## src/rtl/start_sequencer.sv

```systemverilog
// start_sequencer: queues job requests and launches them one at a time
// into a downstream counter FSM, waiting for its done pulse between jobs.
//
// Ports:
//   clk, rst     - clock, synchronous active-high reset
//   req_valid    - job request offered; req_ready - request can be taken
//   start        - one-cycle launch pulse; done - completion pulse back
//   err_clr      - clears the sticky timeout flag
//   busy         - FSM not idle; pending - queued, not-yet-launched jobs
//   done_cnt     - completed jobs (wraps); timeout_err - sticky abort flag
//
// Build option: define START_SEQ_TIMEOUT_EN to enable the WAIT watchdog.
// Without it WAIT lasts until done and timeout_err is tied low.
module start_sequencer #(
  parameter int DEPTH   = 4,
  parameter int TIMEOUT = 16
) (
  input  logic       clk,
  input  logic       rst,
  input  logic       req_valid,
  output logic       req_ready,
  output logic       start,
  input  logic       done,
  input  logic       err_clr,
  output logic       busy,
  output logic [3:0] pending,
  output logic [7:0] done_cnt,
  output logic       timeout_err
);

  typedef enum logic [1:0] {
    IDLE  = 2'd0,
    ISSUE = 2'd1,
    WAIT  = 2'd2,
    COOL  = 2'd3
  } state_t;

  state_t state;
  state_t state_nx;

  logic accept;
  logic issue;
  logic fire;
  logic tmo;

  assign req_ready = (pending < 4'(DEPTH));
  assign accept    = req_valid & req_ready;
  assign issue     = (state == ISSUE);
  assign fire      = (state == WAIT) & done;

`ifdef START_SEQ_TIMEOUT_EN
  logic [7:0] wd_cnt;

  // Fires in the WAIT cycle whose increment would bring the
  // counter to TIMEOUT, so WAIT lasts exactly TIMEOUT cycles.
  assign tmo = (state == WAIT) & ~done &
               ((9'(wd_cnt) + 9'd1) == 9'(TIMEOUT));

  always_ff @(posedge clk) begin
    if (rst) begin
      wd_cnt <= 8'd0;
    end else if (issue) begin
      wd_cnt <= 8'd0;
    end else if ((state == WAIT) && !done) begin
      wd_cnt <= wd_cnt + 8'd1;
    end
  end

  // A timeout in the same cycle as err_clr wins.
  always_ff @(posedge clk) begin
    if (rst) begin
      timeout_err <= 1'b0;
    end else if (tmo) begin
      timeout_err <= 1'b1;
    end else if (err_clr) begin
      timeout_err <= 1'b0;
    end
  end
`else
  logic unused_err_clr;

  assign unused_err_clr = err_clr;
  assign tmo            = 1'b0;
  assign timeout_err    = 1'b0;
`endif

  always_ff @(posedge clk) begin
    if (rst) begin
      state <= IDLE;
    end else begin
      state <= state_nx;
    end
  end

  always_comb begin
    state_nx = state;
    unique case (state)
      IDLE: begin
        if (pending != 4'd0) begin
          state_nx = ISSUE;
        end
      end
      ISSUE: begin
        state_nx = WAIT;
      end
      WAIT: begin
        if (fire || tmo) begin
          state_nx = COOL;
        end
      end
      COOL: begin
        state_nx = IDLE;
      end
      default: begin
        state_nx = IDLE;
      end
    endcase
  end

  always_comb begin
    start = 1'b0;
    busy  = 1'b1;
    unique case (1'b1)
      (state == IDLE):  busy  = 1'b0;
      (state == ISSUE): start = 1'b1;
      default: ;
    endcase
  end

  // ISSUE is only entered with pending > 0 and pending cannot drop
  // before the decrement, so the count never underflows.
  always_ff @(posedge clk) begin
    if (rst) begin
      pending <= 4'd0;
    end else begin
      unique case ({accept, issue})
        2'b10:   pending <= pending + 4'd1;
        2'b01:   pending <= pending - 4'd1;
        default: pending <= pending;
      endcase
    end
  end

  always_ff @(posedge clk) begin
    if (rst) begin
      done_cnt <= 8'd0;
    end else if (fire) begin
      done_cnt <= done_cnt + 8'd1;
    end
  end

endmodule

```

## config.mk

```make
export PLATFORM = sky130hd
export DESIGN_NAME = start_sequencer
export DESIGN_NICKNAME = d
export VERILOG_FILES = /design/src/rtl/start_sequencer.sv
export SDC_FILE = /design/constraint.sdc
export NUM_CORES = 1
export LEC_CHECK = 0
export ABC_CLOCK_PERIOD_IN_PS = 2000
export BUFFER_PORTS_ARGS = -buffer_cell sky130_fd_sc_hd__buf_2
export CAP_MARGIN = 20
export CORE_MARGIN = 2
export CORE_UTILIZATION = 49
export DETAILED_ROUTE_END_ITERATION = 10
export PLACE_DENSITY_LB_ADDON = 0.3
export REMOVE_ABC_BUFFERS = 1
export SYNTH_ARGS = -nofsm -noshare
export SYNTH_HDL_FRONTEND = slang
export SYNTH_SLANG_ARGS = --single-unit
```

## constraint.sdc

```tcl
create_clock -name clk -period 2 [get_ports clk]
set_input_delay 0.1 -clock clk [delete_from_list [all_inputs] [get_ports clk]]
set_output_delay 0.1 -clock clk [all_outputs]
set_load 0.01 [all_outputs]
```

# Word-level counts from Yosys, hierarchy flattened
# Index checks and enable logic that the tools add are counted.
# W data, S select, Z words.
dict set report totals {
  regBits 14
  out_inout_bits 16
  elab_cells 26
}
dict set report op_classes {
  addsub 3
  magnitude_cmp 1
  n_eq_ne 7
  muxes 6
  bitwise 2
  n_reduce_logical 4
}
# operator n
set op_table {}
lappend op_table {{$add A8 B1 Y8 const B} 1}
lappend op_table {{$pmux W2 S4} 1}
lappend op_table {{$pmux W4 S2} 1}
lappend op_table {{$eq A2 B2 Y1 const B} 3}
lappend op_table {{$add A4 B1 Y4 const B} 1}
lappend op_table {{$eq A2 B1 Y1 const B} 2}
lappend op_table {{$lt A4 B3 Y1 const B} 1}
lappend op_table {{$mux W2} 2}
lappend op_table {{$ne A2 B2 Y1 const B} 2}
lappend op_table {{$reduce_bool A4 Y1} 1}
lappend op_table {{$sub A4 B1 Y4 const B} 1}
lappend op_table {{$and A1 B1 Y1} 2}
lappend op_table {{$logic_not A2 Y1} 1}
lappend op_table {{$mux W1} 2}
lappend op_table {{$reduce_and A2 Y1} 1}
lappend op_table {{$reduce_bool A2 Y1} 1}

# Logic depth before layout (Yosys ltp)
dict set report depth {
  ltp_word 4
  ltp_mapped 9
}

# Worst setup path after synthesis
# OpenSTA, ideal clock, no wires.
dict set report synth_timing {
  path_type {reg2reg}
  start {register pending[2]}
  end {register pending[2]}
  arrival_ps 1967
  required_ps 1930
  setup_slack_ps -37
  path_stages_with_launch 10
  path_buffers 0
  synth_period_minus_slack_ps 2037
  cell_sequence {dfxtp_1 -> nor2_1 -> nand2_1 -> ha_1 -> xor2_1 -> ha_1 -> a21oi_1 -> xor2_1 -> or3_1 -> a21oi_1}
}
dict set report synth_via {
  elab_chain_len 4
}
# element line_no
set synth_rtl {}
lappend synth_rtl {{start: declaration} 26} ;# output logic [3:0] pending,
lappend synth_rtl {{start signal: assignment} 137} ;# 2'b10: pending <= pending + 4'd1;
lappend synth_rtl {{start signal: assignment} 138} ;# 2'b01: pending <= pending - 4'd1;
lappend synth_rtl {{start signal: assignment} 139} ;# default: pending <= pending;
lappend synth_rtl {{$lt A4 B3 Y1 (*)} 46} ;# assign req_ready = (pending < 4'(DEPTH));
lappend synth_rtl {{net req_ready} 21} ;# output logic req_ready,
lappend synth_rtl {{$and A1 B1 Y1 (*)} 47} ;# assign accept = req_valid & req_ready;
lappend synth_rtl {{$eq A2 B1 Y1 / $eq A2 B2 Y1 (equally long branches)} 136} ;# unique case ({accept, issue})
lappend synth_rtl {{$pmux W4 S2 / $reduce_bool A2 Y1 (equally long branches)} -}
# Mark *: on every way through the listed nets, which the timed path passes. The rest lies on a longest branch.
# A chain may end at the register's enable or synchronous reset.

# Worst setup path in the final report
dict set report layout_timing {
  start {register state[1]}
  end {register pending[2]}
}
dict set report layout_via {
  elab_chain_len 3
}
# element line_no
set layout_rtl {}
lappend layout_rtl {{start: declaration} 38} ;# state_t state;
lappend layout_rtl {{start signal: assignment} 91} ;# state <= state_nx;
lappend layout_rtl {{$eq A2 B1 Y1 (*)} 48} ;# assign issue = (state == ISSUE);
lappend layout_rtl {{$eq A2 B1 Y1 / $eq A2 B2 Y1 (equally long branches)} 136}
lappend layout_rtl {{$pmux W4 S2 / $reduce_bool A2 Y1 (equally long branches)} -}
# Every way passes the cells marked *; elsewhere a longest branch is shown, timed or not.

==> impl_metrics.py <==
metrics = {
    "worst_setup_path": {
        "path_delay_family": "adder cells",
        "cp.required_ns": 2.21,
        "max_stage_delay_ns": 0.34,
        "cp.buffers_inverters": 1,
        "cp_slowest_cell": "dfxtp_2",
        "end_kind": "flop",
        "startpoint_type": "flop",
        "path_cells": "inv_1 > ha_4 > ha_2 > xor2_1 > ha_2 > a21oi_2 > xor2_1 > or3_1 > a21oi_1",
        "arrival_ns": 2.08,
        "crit_type": "flop to flop",
        "worst-path-max-fanout": 3,
    },
    "clocking": {
        "cts.sinks": 14,
        "root_buffer": "clkbuf_4",
        "cts.clk_slew.worst_paths_ns": 0.08,
        "post_cts_buffers": 0,
        "cts_buffer_depth": 2,
        "htreeDepth": 1,
        "tritoncts": "done",
        "clk_latency_ns": 0.27,
        "cts-buffers-inserted": 3,
    },
    "placement": {
        "dp_hpwl_um": 998,
        "place_congestion": 0.777,
        "dpl.cell_count": 117,
        "pre_cts_ws_ns": 0.0168,
        "numPortBuffers": 18,
    },
    "floorplan": {
        "row_count": 14,
        "coreArea_um2": 1470,
        "dieArea_um2": 1880,
        "die_x_um": 43.3,
        "initial_core_util_pct": 51.5,
        "io_pins": 21,
        "die_h_um": 43.3,
    },
    "routing": {
        "via_per_inst": 5.18,
        "first_pass_iters": 3,
        "drt.antenna.violating_nets": 0,
        "drt_iter0_markers": 2,
        "routed-via-count": 621,
        "routedWlPerCell_um": 10.9,
        "drc": 0,
        "wirelength_um": 1310,
    },
    "layout": {
        "layout_common_cells": "buf_2, nor2_1, dfxtp_1",
        "drive_gt1_share_pct": 27.9,
        "fillers": 140,
        "antennaDiodeCount": 0,
        "final_cells": 120,
        "final_common_cell": "buf_2",
        "layout.nets": 119,
        "area_delta_synth_final_pct": 21.3,
    },
    "timing": {
        "post-route-min-period_ns": 1.88,
        "rsz0062_at_grt": "no",
        "fin_ws_ns": 0.124,
        "fin_worst_skew_ns": 0.00279,
        "fmax_mhz": 533,
        "finalHoldViolCount": 0,
        "fin_crit_sh_pct": 93.8,
        "holdWs_ns": 0.166,
        "setup_violations": 0,
        "final_max_slew_viol_count": 0,
    },
    "global_route": {
        "overflow": 0,
        "antenna_found_initial": 0,
        "grt_pass1_wl_um": 2290,
        "grtUsageTotal_pct": 16.3,
        "grt_pass1_vias": 556,
        "grt_max_degree": 16,
    },
    "logic_synthesis": {
        "synth_cell_type_count": 25,
        "postSynthAreaPerCell_um2": 9.14,
        "async_flop_share_pct": 0,
        "synth_warnings": 0,
        "synth_area_um2": 758,
        "synth_edf_count": 0,
        "ys_seq_area_share_pct": 37.0,
        "synth_area_leader_cell": "dfxtp_1",
        "ys_top_cells_by_area": "dfxtp_1, ha_1, xor2_1",
        "synth-seq-cells": 14,
        "synth_flop_cell": "dfxtp_1",
        "syn_inst": 83,
        "yosys.area.top_type_share_pct": 37.0,
    },
    "run": {
        "maxCapViolCount": 0,
    },
    "pwr": {
        "p_leak_nw": 0.448,
        "power_density_nw_per_um2": 1170,
        "peakVddDrop_v": 0.000554,
    },
    "hold_path": {
        "hold_class": "input pin to flop",
    },
    "status": {
        "status": "finished, final reports clean",
    },
}
==> layout make-up <==
type	instances	area, µm²	share of cell area (%)
multi-input cells	62	468	50.9
well taps	16	20.0	2.18
flip-flops and latches	14	282	30.6
repair buffers	21	113	12.2
clock buffers	3	22.5	2.45
inverters	4	15.0	1.63
==> path summary, 6_finish.rpt <==
kind	startpoint	end	cells past startpoint	slack, ns
min	rst	done_cnt[7]	2	0.17
min reg2reg	done_cnt[7]	done_cnt[7]	2	0.52
max	state[1]	pending[2]	9	0.12
max reg2reg	state[1]	pending[2]	9	0.12
==> cells by family (layout without fill, tap and decap cells) <==
logic type | after synthesis | after routing | share of synthesized area, %
flops | 14 | 14 | 37.0
mux | 5 | 5 | 6.77
compound gates | 7 | 7 | 5.61
xor+xnor | 10 | 10 | 11.6
other cells | 1 | 1 | 0.495
buf+inv | 7 | 28 | 4.12
simple gates | 31 | 31 | 21.3
fa+ha+maj | 8 | 8 | 13.2
==> registers in the layout (all words and copies together) (netlist names) <==
signal / flops
done_cnt: 8
pending: 4
state: 2
==> where the power goes <==
group | switching (mW) | internal, mW | total, mW | leakage, nW
clock | 0.0861 | 0.0696 | 0.156 | 0.0138
combinational | 0.274 | 0.264 | 0.537 | 0.320
sequential | 0.0524 | 0.329 | 0.381 | 0.114
total | 0.412 | 0.662 | 1.07 | 0.448
==> routing by layer <==
metal	up-vias	wire, µm	GRT usage [%]
met2	14	618	26.6
li1	319	-	-
met1	286	627	20.6
met3	2	45	2.50
met5	-	0	0
met4	0	15	9.09
==> synth_stat cells, drive strengths merged (2+ instances only) <==
cell type,number
a21oi,3
and3,2
mux2i,4
ha,8
nand2,3
and4bb,2
nand4,4
inv,4
dfxtp,14
nor2,15
o21ai,2
buf,2
xor2,9
==> per-stage QoR <==
stage	util [%]	area, µm²	power, mW	setup TNS (ns)
5_1_grt	62.5	920	1.18	0
3_5_place_dp	59.4	875	0.909	0
3_3_place_gp	59.4	875	0.892	0
4_1_cts	61.1	898	1.07	0
6_report	62.5	920	1.07	0
2_1_floorplan	-	742	0.730	-0.0370
==> repair_timing <==
action                                  4_1_cts  5_1_grt
resized for setup                             1        5
hold buffers                                  0        0
endpoints found under the setup margin        1        1
No activity file was read; power rests on OpenSTA's default activity.
